## config.mk

```make
export PLATFORM = sky130hd
export DESIGN_NAME = inst_encoder_flat
export DESIGN_NICKNAME = d
export VERILOG_FILES = /design/src/rtl/inst_encoder_pkg.sv /design/src/rtl/inst_encoder_if.sv /design/src/rtl/inst_encoder_pack.sv /design/src/rtl/inst_encoder.sv /design/src/flat_wrapper.sv
export SDC_FILE = /design/constraint.sdc
export NUM_CORES = 1
export LEC_CHECK = 0
export CORE_MARGIN = 1
export CORE_UTILIZATION = 30
export CTS_CLUSTER_DIAMETER = 120
export DETAILED_ROUTE_END_ITERATION = 8
export PLACE_DENSITY = 0.67
export SLEW_MARGIN = 20
export SYNTH_ARGS = -nofsm -noshare
export SYNTH_HDL_FRONTEND = slang
export SYNTH_SLANG_ARGS = --single-unit
export TNS_END_PERCENT = 30
```

## constraint.sdc

```tcl
create_clock -name clk -period 3.9 [get_ports clk]
set_input_delay 0.585 -clock clk [delete_from_list [all_inputs] [get_ports clk]]
set_output_delay 0.585 -clock clk [all_outputs]
set_load 0.01 [all_outputs]
```

## src/rtl/inst_encoder_pkg.sv

```systemverilog
// Shared constants for the RV32 subset encoder: instruction IDs, opcodes, funct fields,
// FSM state type and an immediate range helper.
package inst_encoder_pkg;

  localparam int ID_W = 4;

  localparam logic [ID_W-1:0] ID_ADDI = 4'd1;
  localparam logic [ID_W-1:0] ID_ADD  = 4'd2;
  localparam logic [ID_W-1:0] ID_LUI  = 4'd3;
  localparam logic [ID_W-1:0] ID_BNE  = 4'd4;
  localparam logic [ID_W-1:0] ID_JAL  = 4'd5;
  localparam logic [ID_W-1:0] ID_LW   = 4'd6;
  localparam logic [ID_W-1:0] ID_SW   = 4'd7;

  localparam logic [6:0] OP_IMM    = 7'b0010011;
  localparam logic [6:0] OP_REG    = 7'b0110011;
  localparam logic [6:0] OP_LUI    = 7'b0110111;
  localparam logic [6:0] OP_BRANCH = 7'b1100011;
  localparam logic [6:0] OP_JAL    = 7'b1101111;
  localparam logic [6:0] OP_LOAD   = 7'b0000011;
  localparam logic [6:0] OP_STORE  = 7'b0100011;

  localparam logic [2:0] F3_ADDI = 3'b000;
  localparam logic [2:0] F3_ADD  = 3'b000;
  localparam logic [2:0] F3_BNE  = 3'b001;
  localparam logic [2:0] F3_LW   = 3'b010;
  localparam logic [2:0] F3_SW   = 3'b010;

  localparam logic [6:0] FUNCT7_ADD = 7'b0000000;

  typedef enum logic [1:0] {ST_IDLE, ST_RUN, ST_DONE} state_t;

  // True when v, read as two's complement, fits in a signed field of the given width.
  function automatic logic fits_signed(input logic [31:0] v, input int unsigned bits);
    logic signed [31:0] lo;
    logic signed [31:0] hi;
    lo = -(32'sd1 <<< (bits - 1));
    hi = (32'sd1 <<< (bits - 1)) - 32'sd1;
    return ($signed(v) >= lo) && ($signed(v) <= hi);
  endfunction

endpackage

```

## src/rtl/inst_encoder_if.sv

```systemverilog
// Field-bundle input stream, encoded-word output stream and program status for inst_encoder.
interface inst_encoder_if #(parameter int ADDR_W = 32, parameter int ERRCNT_W = 8);
  import inst_encoder_pkg::*;

  logic                start;
  logic [ADDR_W-1:0]   start_addr;
  logic                in_valid;
  logic                in_ready;
  logic [ID_W-1:0]     in_id;
  logic [4:0]          in_rs1;
  logic [4:0]          in_rs2;
  logic [4:0]          in_rd;
  logic [31:0]         in_imm;
  logic                in_last;
  logic                out_valid;
  logic                out_ready;
  logic [31:0]         out_inst;
  logic [ADDR_W-1:0]   out_addr;
  logic                done;
  logic                err;
  logic [ERRCNT_W-1:0] err_cnt;

  modport slave (
    input  start, start_addr, in_valid, in_id, in_rs1, in_rs2, in_rd, in_imm, in_last, out_ready,
    output in_ready, out_valid, out_inst, out_addr, done, err, err_cnt
  );

  modport master (
    output start, start_addr, in_valid, in_id, in_rs1, in_rs2, in_rd, in_imm, in_last, out_ready,
    input  in_ready, out_valid, out_inst, out_addr, done, err, err_cnt
  );

endinterface

```

## src/rtl/inst_encoder_pack.sv

```systemverilog
// Combinational packer: decoded fields to an RV32I word plus a flag saying whether
// the request is encodable at all.
module inst_pack
  import inst_encoder_pkg::*;
(
  input  logic [ID_W-1:0] id,
  input  logic [4:0]      rs1,
  input  logic [4:0]      rs2,
  input  logic [4:0]      rd,
  input  logic [31:0]     imm,
  output logic [31:0]     inst,
  output logic            legal
);

  always_comb begin
    inst  = '0;
    legal = 1'b0;
    case (id)
      ID_ADDI: begin
        inst  = {imm[11:0], rs1, F3_ADDI, rd, OP_IMM};
        legal = fits_signed(imm, 12);
      end
      ID_ADD: begin
        inst  = {FUNCT7_ADD, rs2, rs1, F3_ADD, rd, OP_REG};
        legal = 1'b1;
      end
      ID_LUI: begin
        inst  = {imm[31:12], rd, OP_LUI};
        legal = (imm[11:0] == 12'h000);
      end
      // Branch and jump offsets are even; bit 0 is not encoded and must be clear.
      ID_BNE: begin
        inst  = {imm[12], imm[10:5], rs2, rs1, F3_BNE, imm[4:1], imm[11], OP_BRANCH};
        legal = !imm[0] && fits_signed(imm, 13);
      end
      ID_JAL: begin
        inst  = {imm[20], imm[10:1], imm[11], imm[19:12], rd, OP_JAL};
        legal = !imm[0] && fits_signed(imm, 21);
      end
      ID_LW: begin
        inst  = {imm[11:0], rs1, F3_LW, rd, OP_LOAD};
        legal = fits_signed(imm, 12);
      end
      ID_SW: begin
        inst  = {imm[11:5], rs2, rs1, F3_SW, imm[4:0], OP_STORE};
        legal = fits_signed(imm, 12);
      end
      default: begin
        inst  = '0;
        legal = 1'b0;
      end
    endcase
  end

endmodule

```

## src/rtl/inst_encoder.sv

```systemverilog
// Streaming RV32 assembler: encodes field bundles into sequential instruction-memory writes,
// dropping and counting unencodable requests.
//   state   | meaning
//   IDLE    | after reset, waiting for start
//   RUN     | accepting bundles and emitting words
//   DONE    | last bundle handled; held until the next start
module inst_encoder
  import inst_encoder_pkg::*;
#(
  parameter int ADDR_W   = 32,
  parameter int ERRCNT_W = 8
) (
  input logic          clk,
  input logic          rst,
  inst_encoder_if.slave bus
);

  state_t                state_q, state_d;
  logic                  pend_last_q, pend_last_d;
  logic                  out_valid_q, out_valid_d;
  logic [31:0]           out_inst_q, out_inst_d;
  logic [ADDR_W-1:0]     out_addr_q, out_addr_d;
  logic [ADDR_W-1:0]     ptr_q, ptr_d;
  logic                  err_q, err_d;
  logic [ERRCNT_W-1:0]   err_cnt_q, err_cnt_d;

  logic [31:0] pk_inst;
  logic        pk_legal;
  logic        in_ready;
  logic        accept;
  logic        out_fire;
  logic        done;

  inst_pack u_pack (
    .id    (bus.in_id),
    .rs1   (bus.in_rs1),
    .rs2   (bus.in_rs2),
    .rd    (bus.in_rd),
    .imm   (bus.in_imm),
    .inst  (pk_inst),
    .legal (pk_legal)
  );

  always_ff @(posedge clk or posedge rst) begin
    if (rst) state_q <= ST_IDLE;
    else     state_q <= state_d;
  end

  always_comb begin
    state_d = state_q;
    if (bus.start) begin
      state_d = ST_RUN;
    end else if (state_q == ST_RUN) begin
      if (accept && bus.in_last && !pk_legal) state_d = ST_DONE;
      else if (pend_last_q && out_fire)       state_d = ST_DONE;
    end
  end

  // start wins over a simultaneous bundle, so it is excluded from acceptance only
  always_comb begin
    in_ready = (state_q == ST_RUN) && !pend_last_q && (!out_valid_q || bus.out_ready);
    accept   = bus.in_valid && in_ready && !bus.start;
    out_fire = out_valid_q && bus.out_ready;
    done     = (state_q == ST_DONE);
  end

  // ptr_q is the address the next emitted word will take; drops leave it untouched
  always_comb begin
    pend_last_d = pend_last_q;
    out_valid_d = out_valid_q;
    out_inst_d  = out_inst_q;
    out_addr_d  = out_addr_q;
    ptr_d       = ptr_q;
    err_d       = err_q;
    err_cnt_d   = err_cnt_q;
    if (out_fire) begin
      out_valid_d = 1'b0;
      pend_last_d = 1'b0;
    end
    if (bus.start) begin
      ptr_d       = {bus.start_addr[ADDR_W-1:2], 2'b00};
      pend_last_d = 1'b0;
      err_d       = 1'b0;
      err_cnt_d   = '0;
    end else if (accept) begin
      if (pk_legal) begin
        out_valid_d = 1'b1;
        out_inst_d  = pk_inst;
        out_addr_d  = ptr_q;
        ptr_d       = ptr_q + ADDR_W'(4);
        pend_last_d = bus.in_last;
      end else begin
        err_d = 1'b1;
        if (err_cnt_q != '1) err_cnt_d = err_cnt_q + ERRCNT_W'(1);
      end
    end
  end

  always_ff @(posedge clk or posedge rst) begin
    if (rst) begin
      pend_last_q <= 1'b0;
      out_valid_q <= 1'b0;
      out_inst_q  <= '0;
      out_addr_q  <= '0;
      ptr_q       <= '0;
      err_q       <= 1'b0;
      err_cnt_q   <= '0;
    end else begin
      pend_last_q <= pend_last_d;
      out_valid_q <= out_valid_d;
      out_inst_q  <= out_inst_d;
      out_addr_q  <= out_addr_d;
      ptr_q       <= ptr_d;
      err_q       <= err_d;
      err_cnt_q   <= err_cnt_d;
    end
  end

  assign bus.in_ready  = in_ready;
  assign bus.out_valid = out_valid_q;
  assign bus.out_inst  = out_inst_q;
  assign bus.out_addr  = out_addr_q;
  assign bus.done      = done;
  assign bus.err       = err_q;
  assign bus.err_cnt   = err_cnt_q;

endmodule

```

## src/flat_wrapper.sv

```systemverilog
// flat-port wrapper written by rule: the top's interface ports become plain ports
module inst_encoder_flat import inst_encoder_pkg::*;
#(
  parameter int ADDR_W   = 32,
  parameter int ERRCNT_W = 8
)
  (clk, rst, bus_start, bus_start_addr, bus_in_valid, bus_in_id, bus_in_rs1, bus_in_rs2, bus_in_rd, bus_in_imm, bus_in_last, bus_out_ready, bus_in_ready, bus_out_valid, bus_out_inst, bus_out_addr, bus_done, bus_err, bus_err_cnt);
  inst_encoder_if #(.ADDR_W(ADDR_W), .ERRCNT_W(ERRCNT_W)) bus_i ();
  input logic clk;
  input logic rst;
  input wire logic [$bits(bus_i.start)-1:0] bus_start;
  input wire logic [$bits(bus_i.start_addr)-1:0] bus_start_addr;
  input wire logic [$bits(bus_i.in_valid)-1:0] bus_in_valid;
  input wire logic [$bits(bus_i.in_id)-1:0] bus_in_id;
  input wire logic [$bits(bus_i.in_rs1)-1:0] bus_in_rs1;
  input wire logic [$bits(bus_i.in_rs2)-1:0] bus_in_rs2;
  input wire logic [$bits(bus_i.in_rd)-1:0] bus_in_rd;
  input wire logic [$bits(bus_i.in_imm)-1:0] bus_in_imm;
  input wire logic [$bits(bus_i.in_last)-1:0] bus_in_last;
  input wire logic [$bits(bus_i.out_ready)-1:0] bus_out_ready;
  output wire logic [$bits(bus_i.in_ready)-1:0] bus_in_ready;
  output wire logic [$bits(bus_i.out_valid)-1:0] bus_out_valid;
  output wire logic [$bits(bus_i.out_inst)-1:0] bus_out_inst;
  output wire logic [$bits(bus_i.out_addr)-1:0] bus_out_addr;
  output wire logic [$bits(bus_i.done)-1:0] bus_done;
  output wire logic [$bits(bus_i.err)-1:0] bus_err;
  output wire logic [$bits(bus_i.err_cnt)-1:0] bus_err_cnt;
  assign bus_i.start = bus_start;
  assign bus_i.start_addr = bus_start_addr;
  assign bus_i.in_valid = bus_in_valid;
  assign bus_i.in_id = bus_in_id;
  assign bus_i.in_rs1 = bus_in_rs1;
  assign bus_i.in_rs2 = bus_in_rs2;
  assign bus_i.in_rd = bus_in_rd;
  assign bus_i.in_imm = bus_in_imm;
  assign bus_i.in_last = bus_in_last;
  assign bus_i.out_ready = bus_out_ready;
  assign bus_in_ready = bus_i.in_ready;
  assign bus_out_valid = bus_i.out_valid;
  assign bus_out_inst = bus_i.out_inst;
  assign bus_out_addr = bus_i.out_addr;
  assign bus_done = bus_i.done;
  assign bus_err = bus_i.err;
  assign bus_err_cnt = bus_i.err_cnt;
  inst_encoder #(.ADDR_W(ADDR_W), .ERRCNT_W(ERRCNT_W)) u_core (.clk(clk), .rst(rst), .bus(bus_i));
endmodule
```

==> out/metrics.csv <==
metric;value;unit
global-route wire length before repair;26100;µm
post-detailed-route wirelength per cell;16.4;µm
dominant synthesized flop cell;dfrtp_1;
worst vdd ir;0.216;mV
final period demand of the worst path;3250;ps
commonest non-fill, non-tap cell in the layout;nand2_1;
I/O Buffers;160;
achievable clock frequency;308;MHz
Worst-path clk slew;80;ps
max-cap viol count;0;
register area;2600;µm²
initial antenna violation count;0;
first drt pass iteration count;6;
row cnt;49;
fin area;7740;µm²
Least-Margin Pin Slew;945;ps
Setup Buffers After CTS;0;
Max FO, Critical Path;13;
die height;138;µm
Worst R2R Start;u_core.ptr_q[5]$_DFFE_PP0P_;
status;complete, no violations;
routability cong.;0.868;
filler cell count;1809;
area occupied by multi-input gates;2700;µm²
Worst setup SP type;input pin;
Final ANT Viol Nets;0;
Final nets;882;
period utilisation layout;83.2;%
RSZ-0062 raised after global routing;false;
vias in the first global route;5071;
TNS Setup;0;ps
Comb pwr share;23.6;%
CTS root buf;clkbuf_16;
Final Non-Filler Cells;1025;
synthesized instance count;636;
CTS max path bufs;2;
sequential fraction of the synthesis area;47.2;%
async set or reset register ratio after synthesis;100;%
Top Ports;165;
endpoints failing hold;0;
Synth top area share;47.2;%
CTS Buf Count;9;
Hold Slack;472;ps
# hold bufs at CTS;0;
fin. max-slew vios;0;
CTS tree;done;
Critical Path AT;3530;ps
Avg Inst Size Synth;8.67;µm²
largest net degree at the start of global routing;50;
synth unique cells;52;
CP Class;input pin to flop;
core area;18000;µm²
final wirelength;16800;µm
total design power;3.00;mW
drt initial violations;266;
Ant. Diodes;0;
CP Capture Type;flop;
# setup viols final;0;
Vias/cell;5.14;
GR Util All Layers;18.1;%
# DRC;0;
P_sw;0.883;mW
H-tree levels;3;
placed cell count;1009;
Worst setup startpoint;bus_in_id[1];
switching share of total power;29.5;%
Required @ worst endpoint;4180;ps
Post-CTS Resized;0;
sequential power share;44.2;%
Area Growth Syn to Fin;40.4;%
gr ovfl total;0;
number of synthesized flops with an enable pin;0;
Clk network pwr share;32.3;%
Post-DP Area;7430;µm²
dpl hpwl;12500;µm
Synth area leaders;dfrtp_1, nand2_1, xnor2_1;
PwrDens;387;nW/µm²
Pint;2.12;mW
Clock Skew;13.8;ps
DIE WIDTH;138;µm
Post-Syn Area;5510;µm²
share of layout cells above drive strength 1;7.79;%
Min-Delay Path Class;flop to flop;
Synth Warn #;0;
Seq cells post-synth;104;
commonest non-fill, non-tap cells in the layout;nand2_1, clkdlybuf4s50_1, dfrtp_1, nor2_1, a21oi_1;
initial core utilization;30.7;%
Relative slew margins;36.5;%
P_leak;3.16;nW
Skew-Pair Late Insertion Delay;360;ps
largest area contributor in the netlist;dfrtp_1;
DR vias;5264;
clock tree sinks;104;
Hold Crit Start;u_core.bus.out_inst[14]$_DFFE_PP0P_;
Die ar.;18900;µm²
worst max-delay path, stage by stage:
cell and delay, ps:
clkdlybuf4s50_1 550, buf_4 250, nand2_1 130, a211oi_1 90, o211a_1 240, nor3_4 260
buf_4 290, nand3_1 370, or4_1 580, a21oi_1 170
power by group through the flow:
stage / clock network, mW / registers [mW] / logic [mW]
6_report: 0.968 / 1.32 / 0.706
5_1_grt: 1.03 / 1.35 / 0.778
4_1_cts: 0.999 / 1.33 / 0.717
3_5_place_dp: 0 / 1.35 / 0.714
3_3_place_gp: 0 / 1.34 / 0.706
2_1_floorplan: 0 / 1.38 / 0.250
layout make-up:
class | count | area share (%)
sequential | 104 | 33.6
tap | 229 | 3.70
clock buffer | 9 | 2.91
multi-input combinational | 481 | 34.8
timing repair buffer | 183 | 23.2
clock inverter | 7 | 1.15
inverter | 12 | 0.614
per-stage QoR:
step	worst slack, ps	util [%]
6_report	653	43.1
5_1_grt	471	43.1
4_1_cts	674	43.1
3_5_place_dp	292	41.3
3_3_place_gp	359	41.3
2_1_floorplan	583	-
cell families after synthesis:
group / share of synthesized area (%)
AOI/OAI and AO/OA: 16.4
DFF: 47.2
xor gates and xnor gates: 4.45
other: 0.0680
and+or+nand+nor: 25.2
muxes: 1.75
buffers and inverters: 4.45
adders and majority gates: 0.454
registers in the layout (all words and copies together) (netlist names):
signal / cells
u_core.bus.out_valid: 1
u_core.bus.out_inst: 31
u_core.bus.err: 1
u_core.state_q: 2
u_core.bus.err_cnt: 8
u_core.bus.out_addr: 30
u_core.pend_last_q: 1
u_core.ptr_q: 30
routing by layer:
metal  routed length, µm  global-route usage [%]  up-vias
li1                    -                       -     2540
met1                7160                    22.9     2469
met2                7830                    29.8      223
met3                1330                    3.57       32
met4                 442                    8.06        0
met5                   0                       0        -
final timing paths:
kind	depth (start not counted)	to	slack, ps
max	10	u_core.bus.err_cnt[5]$_DFFE_PP0P_	650
min	2	u_core.bus.out_inst[14]$_DFFE_PP0P_	470
max reg2reg	7	u_core.ptr_q[28]$_DFFE_PP0P_	1330
min reg2reg	2	u_core.bus.out_inst[14]$_DFFE_PP0P_	470
max in group asynchronous	3	u_core.bus.out_inst[27]$_DFFE_PP0P_	2390
min in group asynchronous	2	u_core.bus.out_addr[21]$_DFFE_PP0P_	670
Yosys cell counts, drive strengths merged, types with 10 or more instances:
master  instances
a21oi          40
a221oi         10
a22oi          14
buf            14
clkbuf         26
dfrtp         104
inv            12
nand2         163
nand3          23
nand4          20
nor2           40
nor3           12
nor4           10
o21ai          48
xnor2          23
(Power assumes the default switching activity.)
